--- config.mk ---
export PLATFORM = sky130hd
export DESIGN_NAME = vga_layer_compositor
export DESIGN_NICKNAME = d
export VERILOG_FILES = /design/src/rtl/vga_layer_compositor.sv
export SDC_FILE = /design/constraint.sdc
export NUM_CORES = 1
export LEC_CHECK = 0
export CAP_MARGIN = 20
export CORE_MARGIN = 8
export CORE_UTILIZATION = 48
export DETAILED_ROUTE_END_ITERATION = 12
export MAX_ROUTING_LAYER = met4
export PLACE_DENSITY = 0.95
export SYNTH_ARGS = -nofsm -noshare
export SYNTH_HDL_FRONTEND = slang
export SYNTH_SLANG_ARGS = --single-unit
--- constraint.sdc ---
create_clock -name clk -period 7.9 [get_ports clk]
set_input_delay 1.975 -clock clk [delete_from_list [all_inputs] [get_ports clk]]
set_output_delay 1.975 -clock clk [all_outputs]
set_load 0.05 [all_outputs]
--- src/rtl/vga_layer_compositor.sv ---
// VGA raster engine: pixel divider, h/v counters, sync pulses and a
// fixed-priority layer compositor with test-pattern and frame tick.
//
// Ports:
//   clk, reset        system clock, synchronous active-high reset
//   layer_hit         per-layer coverage of pixel (x, y), combinational
//   layer_color       layer i colour {R,G,B} at [i*3*CW +: 3*CW]
//   layer_enable      per-layer mask, masked layers never win
//   bg_color          colour of visible pixels with no winning layer
//   test_pattern      1: eight vertical colour bars replace compositing
//   x, y, visible     combinational position from the counters
//   pix_en            one-clk strobe per pixel
//   frame_tick        one-clk pulse on the last pixel of each frame
//   HSync, VSync      registered sync outputs
//   Red, Green, Blue  registered pixel colour
module vga_layer_compositor #(
  parameter int PIX_DIV          = 2,
  parameter int H_SYNC           = 96,
  parameter int H_BACK           = 48,
  parameter int H_VISIBLE        = 640,
  parameter int H_FRONT          = 16,
  parameter int V_SYNC           = 2,
  parameter int V_BACK           = 33,
  parameter int V_VISIBLE        = 480,
  parameter int V_FRONT          = 10,
  parameter int SYNC_ACTIVE_HIGH = 1,
  parameter int NUM_LAYERS       = 4,
  parameter int CW               = 4
) (
  input  logic                       clk,
  input  logic                       reset,
  input  logic [NUM_LAYERS-1:0]      layer_hit,
  input  logic [NUM_LAYERS*3*CW-1:0] layer_color,
  input  logic [NUM_LAYERS-1:0]      layer_enable,
  input  logic [3*CW-1:0]            bg_color,
  input  logic                       test_pattern,
  output logic [9:0]                 x,
  output logic [9:0]                 y,
  output logic                       visible,
  output logic                       pix_en,
  output logic                       frame_tick,
  output logic                       HSync,
  output logic                       VSync,
  output logic [CW-1:0]              Red,
  output logic [CW-1:0]              Green,
  output logic [CW-1:0]              Blue
);

  localparam int H_TOTAL = H_SYNC + H_BACK + H_VISIBLE + H_FRONT;
  localparam int V_TOTAL = V_SYNC + V_BACK + V_VISIBLE + V_FRONT;
  localparam int DW = (PIX_DIV > 1) ? $clog2(PIX_DIV) : 1;

  localparam logic [DW-1:0] DIV_LAST = DW'(PIX_DIV - 1);
  localparam logic [9:0] H_LAST  = 10'(H_TOTAL - 1);
  localparam logic [9:0] V_LAST  = 10'(V_TOTAL - 1);
  localparam logic [9:0] H_SYNCE = 10'(H_SYNC);
  localparam logic [9:0] V_SYNCE = 10'(V_SYNC);
  localparam logic [9:0] H_START = 10'(H_SYNC + H_BACK);
  localparam logic [9:0] V_START = 10'(V_SYNC + V_BACK);
  localparam logic [9:0] H_END   = 10'(H_SYNC + H_BACK + H_VISIBLE);
  localparam logic [9:0] V_END   = 10'(V_SYNC + V_BACK + V_VISIBLE);
  localparam logic [12:0] H_VIS13 = 13'(H_VISIBLE);

  localparam logic SYNC_ON   = (SYNC_ACTIVE_HIGH != 0);
  localparam logic SYNC_IDLE = ~SYNC_ON;

  logic [DW-1:0]   div_cnt_q, div_cnt_d;
  logic [9:0]      hcount_q, hcount_d;
  logic [9:0]      vcount_q, vcount_d;
  logic            hsync_q, hsync_d;
  logic            vsync_q, vsync_d;
  logic [3*CW-1:0] rgb_q, rgb_d;

  logic            h_vis, v_vis;
  logic            h_wrap, v_wrap;
  logic [2:0]      bar;
  logic            win_found;
  logic [3*CW-1:0] win_rgb;
  logic [3*CW-1:0] pix_rgb;

  // Pixel divider and raster counters
  assign pix_en = (div_cnt_q == DIV_LAST);
  assign h_wrap = (hcount_q == H_LAST);
  assign v_wrap = (vcount_q == V_LAST);

  always_comb begin
    div_cnt_d = pix_en ? '0 : div_cnt_q + 1'b1;
    hcount_d  = hcount_q;
    vcount_d  = vcount_q;
    if (pix_en) begin
      if (h_wrap) begin
        hcount_d = '0;
        vcount_d = v_wrap ? '0 : vcount_q + 10'd1;
      end else begin
        hcount_d = hcount_q + 10'd1;
      end
    end
  end

  // Visible window and position
  assign h_vis   = (hcount_q >= H_START) && (hcount_q < H_END);
  assign v_vis   = (vcount_q >= V_START) && (vcount_q < V_END);
  assign visible = h_vis && v_vis;
  assign x       = visible ? hcount_q - H_START : '0;
  assign y       = visible ? vcount_q - V_START : '0;

  // Reset suppresses the tick even though pix_en may still be high
  assign frame_tick = pix_en && h_wrap && v_wrap && !reset;

  // Lowest enabled index that hits wins
  always_comb begin
    win_found = 1'b0;
    win_rgb   = bg_color;
    for (int i = 0; i < NUM_LAYERS; i++) begin
      if (!win_found && layer_hit[i] && layer_enable[i]) begin
        win_found = 1'b1;
        win_rgb   = layer_color[i*3*CW +: 3*CW];
      end
    end
  end

  // Bar index 0..7 across the visible width
  assign bar = 3'(({3'b000, x} << 3) / H_VIS13);

  always_comb begin
    pix_rgb = '0;
    if (visible) begin
      if (test_pattern) begin
        pix_rgb = {{CW{bar[2]}}, {CW{bar[1]}}, {CW{bar[0]}}};
      end else begin
        pix_rgb = win_rgb;
      end
    end
  end

  // Outputs latch one pixel behind the counters
  always_comb begin
    hsync_d = hsync_q;
    vsync_d = vsync_q;
    rgb_d   = rgb_q;
    if (pix_en) begin
      hsync_d = (hcount_q < H_SYNCE) ~^ SYNC_ON;
      vsync_d = (vcount_q < V_SYNCE) ~^ SYNC_ON;
      rgb_d   = pix_rgb;
    end
  end

  always_ff @(posedge clk) begin
    if (reset) begin
      div_cnt_q <= '0;
      hcount_q  <= '0;
      vcount_q  <= '0;
      hsync_q   <= SYNC_IDLE;
      vsync_q   <= SYNC_IDLE;
      rgb_q     <= '0;
    end else begin
      div_cnt_q <= div_cnt_d;
      hcount_q  <= hcount_d;
      vcount_q  <= vcount_d;
      hsync_q   <= hsync_d;
      vsync_q   <= vsync_d;
      rgb_q     <= rgb_d;
    end
  end

  assign HSync = hsync_q;
  assign VSync = vsync_q;
  assign Red   = rgb_q[3*CW-1 -: CW];
  assign Green = rgb_q[2*CW-1 -: CW];
  assign Blue  = rgb_q[CW-1:0];

endmodule

==> results.cfg <==
[cells_and_area]
final_core_util_pct = 70.4
fin_area_um2 = 3920
area_growth_pct = 40.7
n_fill_cell = 452
layout_common_cells = clkdlybuf4s50_1 (107), nor2_1 (60), nand2_1 (53)
nets = 551
layout_commonest_cell = clkdlybuf4s50_1
stdcell_count = 546
drive_gt1_share_pct = 4.01
diodes = 0

[sta]
post-route-period-util_pct = 71.1
fmax_mhz = 178
skew_ns = 0.00441
timing.slew.headroom_pct = 42.7
setup-tns-final_ns = 0
max_slew.worst_pin.slew_ns = 0.856
grt_setup_unrepaired = no
finalHoldViolCount = 0
setup_violations = 0
finalMaxSlewViolations = 0
min_period_ns = 5.61
hold-worst-slack_ns = 0.458

[pwr]
ir_drop_uv = 129
power_leakage_nw = 1.49
power_density_nw_per_um2 = 108

[outcome]
status = complete, no violations

[synthesis]
synth_top_area_cell = dfxtp_1
synth-main-ff-cell = dfxtp_1
synth_area_leaders = dfxtp_1 (25%), nor2_1 (8.1%), nand2_1 (7.1%)
synth_warnings = 0
synthArstFlopShare_pct = 0
syn_area_um2 = 2790
synthDistinctLibCells = 58
syn_area_per_cell_um2 = 7.11
synth_top_area_share_pct = 25.1
syn_nets = 470
synth_edf_count = 0
ys_ff_latch = 35
postSynthCellCount = 392
ys_seq_area_share_pct = 25.1

[clocking]
cts_root_buffer = clkbuf_8
numCtsBuffers = 5
clock_sinks = 35
clk_latency_ns = 0.29
cts_max_path_buffers = 2
htree_levels = 2
hold_buffers = 0
path_clk_slew_ns = 0.07
post_cts_buffers = 0
cts_tree = yes
ctsResizeCount = 0

[floorplan]
core_area_um2 = 5570
fp.dieH_um = 92.2
rows = 27
die-area_um2 = 8510
ios = 108
start_util_pct = 50.0
die_w_um = 92.2

[detailed_routing]
drc = 0
via_per_inst = 5.84
routedWlPerCell_um = 17.3
drt.antenna.violating_nets = 0
wl_um = 9470
drt_iter0_drc = 191
first_pass_iters = 6
routed-via-count = 3189

[setup_path]
worstPathCellList = clkdlybuf4s50_1 > nor2_1 > clkdlybuf4s50_1
crit_arrival_ns = 3.64
cp.buffers_inverters = 2
crit_type = in2out
start_kind = input port
cp_max_fo = 11
cp.required_ns = 5.93
cpMostUsedCell = clkdlybuf4s50_1
end_kind = output port
crit_path_top_delay_cell = clkdlybuf4s50_1
critPathTopFamily = buffers and inverters
cpPeakStageDelay_ns = 0.82

[place]
placed_cells = 538
placed_area_um2 = 3810
portBuffers = 107
globalplace.congestion = 0.865
dp_hpwl_um = 7280

[grt]
grt_max_degree = 27
grt_pass1_wl_um = 15200
antenna_found_initial = 0
grt-ovfl-total = 0
grt_pass1_vias = 3042
grt_usage_pct = 22.2

[worst_hold_path]
min_path_type = reg2reg

[flow_run]
max-cap-violations = 0
==> cell usage after synthesis, drive strengths merged, types with 2 or more instances <==
cell and n:
o211ai 5, nor2b 5, a221o 5, and3 3
xnor2 14, xor2 9, and4 3, nand4 9
nand2b 7, mux2i 3, o22a 8, nor3b 3
inv 15, o22ai 5, and2 3, o21ai 19
a31oi 6, a21bo 2, o311ai 2, nand3 12
nor3 8, dfxtp 35, or2 2, a2111oi 6
nor4 3, clkbuf 27, or4 2, ha 7
buf 7, nand2 53, a21boi 3, a32o 5
or3 5, nor2 60, a21oi 15
==> final cells by class <==
class	instances	area (µm²)	share of cell area, %
multi-input cells	308	1890	48.1
inverters	15	56.3	1.43
well taps	72	90.1	2.30
repair buffers	108	1080	27.5
flip-flops and latches	35	701	17.9
clock inverters	3	43.8	1.12
clock buffers	5	68.8	1.75
==> metrics by stage <==
step	power (W)	setup WS (ns)
2_1_floorplan	0.000218	3.01
3_3_place_gp	0.000261	2.31
3_5_place_dp	0.000263	2.29
4_1_cts	0.000425	2.29
5_1_grt	0.000441	2.16
6_report	0.000423	2.29
==> state kept, by name (all words and copies together) (netlist names) <==
register	count
vcount_q	10
hcount_q	10
rgb_q	12
VSync	1
HSync	1
pix_en	1
==> cells by family after synthesis <==
| family | after synthesis | synth area share, % |
|---|---|---|
| AND/OR/NAND/NOR | 181 | 31.1 |
| AO/OA/AOI/OAI | 92 | 24.3 |
| buffers and inverters | 49 | 7.27 |
| flip-flops | 35 | 25.1 |
| multiplexers | 4 | 1.48 |
| XOR/XNOR | 23 | 7.22 |
| adder cells (fa/ha/maj) | 8 | 3.50 |
==> where the power goes <==
group          leakage [nW]  internal [W]  switching [W]
combinational          1.15     0.0000454      0.0000335
sequential            0.283      0.000178     0.00000298
clock                0.0581     0.0000939      0.0000689
==> worst register-to-register path, stage by stage (launching register included) <==
cell and delay, ns:
dfxtp_1 0.64, inv_1 0.18, ha_1 0.37, xnor2_1 0.44
nand4_1 0.27, a221o_1 0.38, a32o_1 0.22, o21ai_1 0.28
a32o_1 0.22
==> path summary, 6_finish.rpt <==
path	startpoint	to	slack, ns	cells past startpoint
hold reg to reg	rgb_q[10]	rgb_q[10]	0.46	2
setup / recovery	reset	frame_tick	2.29	3
setup reg to reg	hcount_q[4]	rgb_q[2]	4.85	8
hold / removal	rgb_q[10]	rgb_q[10]	0.46	2
==> metal layers <==
| layer | wire length [µm] | vias up | track usage, % |
|---|---|---|---|
| li1 | - | 1549 | - |
| met1 | 3790 | 1490 | 25.0 |
| met2 | 4870 | 124 | 37.8 |
| met3 | 557 | 26 | 5.54 |
| met4 | 257 | 0 | 6.44 |
| met5 | 0 | - | - |
Power figures use the tool's default switching activity.
